===== src/rtl/logic_wb_buffer.sv =====
// ---------------------------------------------------------------------------
// logic_wb_buffer
//
// Two-entry in-order write-back buffer between the logic unit and the
// register-file write port. Each accepted result {in_rd, in_data} is queued
// and presented as a register-file write request until the write port takes
// it. Results addressed to r0 complete their handshake but are not stored.
//
// Parameters
//   DATA_W   result width from the logic unit
//   ADDR_W   register-file address width
//
// Ports
//   clk       single clock, all state updates on the rising edge
//   rst       asynchronous, active-high reset
//   in_valid  logic-unit result valid
//   in_ready  buffer can accept a result this cycle (registered)
//   in_data   logic-unit result
//   in_rd     destination register of the result
//   rf_we     register-file write request (buffer not empty)
//   rf_waddr  write address of the head entry (0 when empty)
//   rf_wdata  write data of the head entry (0 when empty)
//   rf_ready  register-file write port accepts this cycle
//   zero      (only with LOGIC_WB_ZERO_FLAG_EN) registered flag, set from
//             (in_data == 0) on every completed input handshake
//
// Configuration macro: LOGIC_WB_ZERO_FLAG_EN adds the zero flag port.
// ---------------------------------------------------------------------------
module logic_wb_buffer #(
  parameter int DATA_W = 32,
  parameter int ADDR_W = 5
) (
  input  logic              clk,
  input  logic              rst,
  input  logic              in_valid,
  output logic              in_ready,
  input  logic [DATA_W-1:0] in_data,
  input  logic [ADDR_W-1:0] in_rd,
  output logic              rf_we,
  output logic [ADDR_W-1:0] rf_waddr,
  output logic [DATA_W-1:0] rf_wdata,
  input  logic              rf_ready
`ifdef LOGIC_WB_ZERO_FLAG_EN
  ,
  output logic              zero
`endif
);

  typedef enum logic [1:0] {
    EMPTY = 2'd0,
    ONE   = 2'd1,
    FULL  = 2'd2
  } state_t;

  state_t            state;
  state_t            state_nxt;

  logic              wr_ptr;
  logic              rd_ptr;
  logic [ADDR_W-1:0] rd_mem   [2];
  logic [DATA_W-1:0] data_mem [2];

  logic              in_ready_q;
  logic              hs;
  logic              push;
  logic              pop;

  // A handshake with in_rd == 0 still completes; it simply stores nothing.
  assign hs   = in_valid & in_ready;
  assign push = hs & (in_rd != '0);
  assign pop  = rf_we & rf_ready;

  // -------------------------------------------------------------------------
  // State register
  // -------------------------------------------------------------------------
  // NOTE: sequential state uses non-blocking (<=) so every flop samples the
  // pre-edge values; blocking (=) here would create order-dependent races.
  always_ff @(posedge clk or posedge rst) begin
    if (rst) state <= EMPTY;
    else     state <= state_nxt;
  end

  // -------------------------------------------------------------------------
  // Next-state logic
  // -------------------------------------------------------------------------
  // NOTE: state_nxt gets a default before the case so every path assigns it;
  // otherwise synthesis infers a latch.
  always_comb begin
    state_nxt = state;
    unique case (state)
      EMPTY:   if (push) state_nxt = ONE;
      ONE: begin
        if (push && !pop)      state_nxt = FULL;
        else if (pop && !push) state_nxt = EMPTY;
      end
      FULL:    if (pop) state_nxt = ONE;
      default: state_nxt = EMPTY;
    endcase
  end

  // -------------------------------------------------------------------------
  // Output logic
  // -------------------------------------------------------------------------
  always_comb begin
    rf_we    = (state != EMPTY);
    rf_waddr = '0;
    rf_wdata = '0;
    if (state != EMPTY) begin
      rf_waddr = rd_mem[rd_ptr];
      rf_wdata = data_mem[rd_ptr];
    end
    in_ready = in_ready_q;
  end

  // in_ready is registered from the next state: it stays low throughout
  // reset, rises on the first edge after release, and a pop out of FULL
  // re-raises it only on the following cycle.
  always_ff @(posedge clk or posedge rst) begin
    if (rst) in_ready_q <= 1'b0;
    else     in_ready_q <= (state_nxt != FULL);
  end

  // -------------------------------------------------------------------------
  // Storage and pointers (wrap modulo 2 by toggling)
  // -------------------------------------------------------------------------
  // NOTE: the two storage entries are cleared on reset so a discarded result
  // can never reappear on rf_wdata; a larger buffer would leave RAM unreset.
  always_ff @(posedge clk or posedge rst) begin
    if (rst) begin
      wr_ptr      <= 1'b0;
      rd_ptr      <= 1'b0;
      rd_mem[0]   <= '0;
      rd_mem[1]   <= '0;
      data_mem[0] <= '0;
      data_mem[1] <= '0;
    end else begin
      if (push) begin
        rd_mem[wr_ptr]   <= in_rd;
        data_mem[wr_ptr] <= in_data;
        wr_ptr           <= ~wr_ptr;
      end
      if (pop) rd_ptr <= ~rd_ptr;
    end
  end

`ifdef LOGIC_WB_ZERO_FLAG_EN
  // Updated on every completed handshake, including r0 results.
  always_ff @(posedge clk or posedge rst) begin
    if (rst)     zero <= 1'b0;
    else if (hs) zero <= (in_data == '0);
  end
`endif

endmodule


===== config.mk =====
export PLATFORM = sky130hd
export DESIGN_NAME = logic_wb_buffer
export DESIGN_NICKNAME = d
export VERILOG_FILES = /design/src/rtl/logic_wb_buffer.sv
export SDC_FILE = /design/constraint.sdc
export NUM_CORES = 1
export LEC_CHECK = 0
export ABC_AREA = 1
export CORE_ASPECT_RATIO = 2
export CORE_MARGIN = 2
export CORE_UTILIZATION = 42
export CTS_CLUSTER_SIZE = 28
export DETAILED_ROUTE_END_ITERATION = 8
export MAX_ROUTING_LAYER = met4
export PLACE_DENSITY = 0.8
export REMOVE_ABC_BUFFERS = 1
export SLEW_MARGIN = 20
export SYNTH_ARGS = -nofsm -noshare
export SYNTH_HDL_FRONTEND = slang
export SYNTH_SLANG_ARGS = --single-unit

===== constraint.sdc =====
create_clock -name clk -period 3.6 [get_ports clk]
set_input_delay 0.72 -clock clk [delete_from_list [all_inputs] [get_ports clk]]
set_output_delay 0.72 -clock clk [all_outputs]
set_load 0.005 [all_outputs]

* Yosys cells after proc, flatten, opt, wreduce, memory -nomap -nowiden
Cells that the tools add are included.
** Cells by class
- Magnitude comparators :: 3
- Equal/unequal tests :: 3
- Mux-type cells :: 19
- Bitwise logic cells :: 7
- Reductions and logical operators :: 8
** Operators with widths (number)
- $mux 32 :: 5
- $bwmux 64 :: 1
- $demux 32 s1 :: 1
- $mux 5 :: 5
- $bwmux 10 :: 1
- $mux 2 :: 4
- $pmux 2 s3 :: 1
- $demux 5 s1 :: 1
- $reduce_bool 5->1 :: 1
- $ge 2x2->1 const B :: 2
- $not 1->2 :: 2
- $and 1x1->1 :: 3
- $logic_and 1x1->1 :: 3
- $eq 2x1->1 const B :: 1
- $eq 2x2->1 const B :: 1
- $logic_not 1->1 :: 2
- $logic_not 2->1 :: 1
- $lt 2x1->1 const B :: 1
- $ne 2x2->1 const B :: 1
- $not 1->1 :: 2
- $reduce_bool 2->1 :: 1
** Word-level totals
- Register bits after elaboration :: 79
- Input port bits :: 41
- Output and inout port bits :: 39
- Logic and storage cells :: 48

* Longest topological paths before layout
- Depth after elaboration :: 8
- Depth in mapped cells :: 7
- Depth with buffers taken out :: 6

* Least setup slack after synthesis
No wires, ideal clock.
- Kind :: register to output
- Start point :: reg state[1]
- End point :: out rf_waddr[0]
- Data arrival time :: 0.994 ns
- Path slack :: 1.886 ns
- Stages on the path, launching flop included :: 5
- Buffers on the path :: 2
- Path through :: dfrtp_1 nor2_1 buf_2 buf_2 a21oi_1
** Between the ends
- Cells in the longest elaborated chain, start to end :: 2
** RTL lines
- start, declared :: RTL line 55 : state_t state;
- start signal, assigned :: RTL line 80 : else state <= state_nxt;
- $reduce_bool 2->1 :: RTL line 108 : if (state != EMPTY) begin
- $mux 5 :: RTL line 108
- end, declared :: RTL line 40 : output logic [ADDR_W-1:0] rf_waddr,
Every way passes these cells.

* Worst setup path in the final report
- Start point :: reg state[1]
- End point :: out rf_waddr[1]
The elaborated chain is that of the path after synthesis.

==> results.cfg <==
[place]
place_area_um2 = 4620
dp_hpwl_um = 6730
port_buffers = 79
globalplace.congestion = 0.873

[critical_path]
arrival_ns = 2.18
cp_max_fo = 22
critPathRequiredTime_ns = 2.88
reg2reg_depth = 5
cp-end-kind = output pin
startpoint_type = flip-flop
worst-setup-path-type = flip-flop to output pin

[global_route]
grt_pass1_vias = 3535
grt_pass1_wl_um = 17000
grt_max_degree = 58
grt.total_usage = 0.223
gr-total-overflow = 0
antenna_found_initial = 0

[cts]
cts-root-buf = clkbuf_16
clk_latency_ns = 0.33
clk_pin_slew_worst_paths_ns = 0.05
ctsHoldBuffers = 0
htreeDepth = 3
cts_tree = yes
cts_setup_buffers = 0
clock_sinks = 79
numCtsBuffers = 9
cts_max_path_buffers = 2
ctsResizeCount = 0

[min_path]
hp-class = flip-flop to flip-flop
hold_depth = 2

[synth]
yosys.area.top_type = dfrtp_1
synth_edf_count = 0
netlist_instances = 485
synth_area_leaders = dfrtp_1 51%, nand2_1 22%, nand4_1 12%
synth_ff_type = dfrtp_1
syn_area_um2 = 3870
synthArstFlopShare = 1.00
ys_ff_latch = 79
synthTopCellsByCount = 231 x nand2_1, 79 x dfrtp_1, 74 x nand4_1
seq_area_frac_synth = 0.511
yosys_warnings = 0
netlist.area_leader.share = 0.511
yosysMostFrequentCell = nand2_1
synth_cell_types = 17
syn_area_per_cell_um2 = 7.98

[sta]
fin_worst_skew_ns = 0.00233
relSlewSlack = 0.427
rsz0062_at_grt = no
fin_crit_sh = 0.805
drv_slew = 0
fin_crit_ns = 2.90
finalHoldViolCount = 0
setup_viol = 0
fin_tns_setup_ns = 0
fmax_mhz = 345
tightest_slew_ns = 0.859

[layout]
areaGrowthSynthToFinish_pct = 25.6
insertedDiodeCount = 0
finalInstanceArea_um2 = 4860
fin_nets = 583
drive_gt1_frac = 0.0514

[detailed_routing]
viasPerCell = 5.68
drt_iter0_drc = 297
wl_per_cell_um = 16.2
dr.pass1.iters = 5
vias = 3673
ant_nets = 0
drcViolationCount = 0
wirelength_um = 10500

[die]
start_util = 0.432
rows = 49
fp.dieW_um = 71.9
coreArea_um2 = 8950
dieArea_um2 = 10000
chipHeight_um = 140
pin_count = 80

[power]
total_power_mw = 4.24
power.leakage_nw = 2.33
power.density_nw_per_um2 = 872
ir_worst_vdd_mv = 0.464

[status]
status = completed

[flow_run]
drv_cap = 0
## per-stage QoR
stage	utilization	instances	hold WS [ns]	worst slack, ns
2_1_floorplan	-	442	0.442	0.857
3_3_place_gp	0.516	633	0.453	0.787
3_5_place_dp	0.516	633	0.458	0.678
4_1_cts	0.543	647	0.472	0.689
5_1_grt	0.543	647	0.493	0.599
6_report	0.543	647	0.470	0.701
## worst paths after layout
path | to | slack [ns] | startpoint
max in group asynchronous | data_mem[15]$_DFFE_PP0P_ | 1.99 | rst
hold reg to reg | data_mem[14]$_DFFE_PP0P_ | 0.47 | data_mem[14]$_DFFE_PP0P_
min in group asynchronous | data_mem[9]$_DFFE_PP0P_ | 0.85 | rst
setup / recovery | rf_waddr[1] | 0.70 | state[1]$_DFF_PP0_
hold / removal | data_mem[14]$_DFFE_PP0P_ | 0.47 | data_mem[14]$_DFFE_PP0P_
setup reg to reg | data_mem[51]$_DFFE_PP0P_ | 1.72 | in_ready$_DFF_PP0_
## layout make-up
cell class | count | area [um2]
fill | 803 | 4090
timing repair buffer | 89 | 878
tap | 102 | 128
clock buffer | 12 | 236
sequential | 79 | 1980
multi-input combinational | 355 | 1600
clock inverter | 2 | 10.0
inverter | 8 | 31.3
## kinds of logic after synthesis
family          Yosys count  share of synthesized area
compound gates           39                     0.0504
xor+xnor                  1                    0.00226
buf+inv                  51                     0.0772
simple gates            315                      0.359
flops                    79                      0.511
## placed cells by master, fill, tap and decap left out, drive strengths merged
cell type / Yosys / routed
nand4: 74 / 74
clkinv: 0 / 3
nand3: 5 / 5
o21ai: 1 / 1
clkdlybuf4s50: 0 / 79
dfrtp: 79 / 79
buf: 39 / 10
xor2: 1 / 1
a21oi: 38 / 38
nor2: 4 / 4
clkbuf: 4 / 12
inv: 8 / 7
nand2: 232 / 232
## worst max-delay path, stage by stage, from the launching register on
cell,delay [ns]
dfrtp_1,0.41
nor2_4,0.47
buf_4,0.37
a21oi_1,0.12
clkdlybuf4s50_1,0.46
## routing by layer
layer	wire (um)	GRT usage
met5	0	-
met4	349	0.101
met3	610	0.0434
met2	5670	0.382
met1	3880	0.243
## flip-flops by register name (all words and copies together) (netlist names)
| signal | flops |
|---|---|
| data_mem | 64 |
| in_ready | 1 |
| rd_mem | 10 |
| rd_ptr | 1 |
| state | 2 |
| wr_ptr | 1 |
## power breakdown
| group | total, mW | switching [mW] | internal, mW |
|---|---|---|---|
| clock | 0.780 | 0.323 | 0.457 |
| sequential | 1.55 | 0.246 | 1.31 |
| combinational | 1.91 | 1.07 | 0.836 |
| total | 4.24 | 1.64 | 2.60 |
Power figures use the tool's default switching activity.
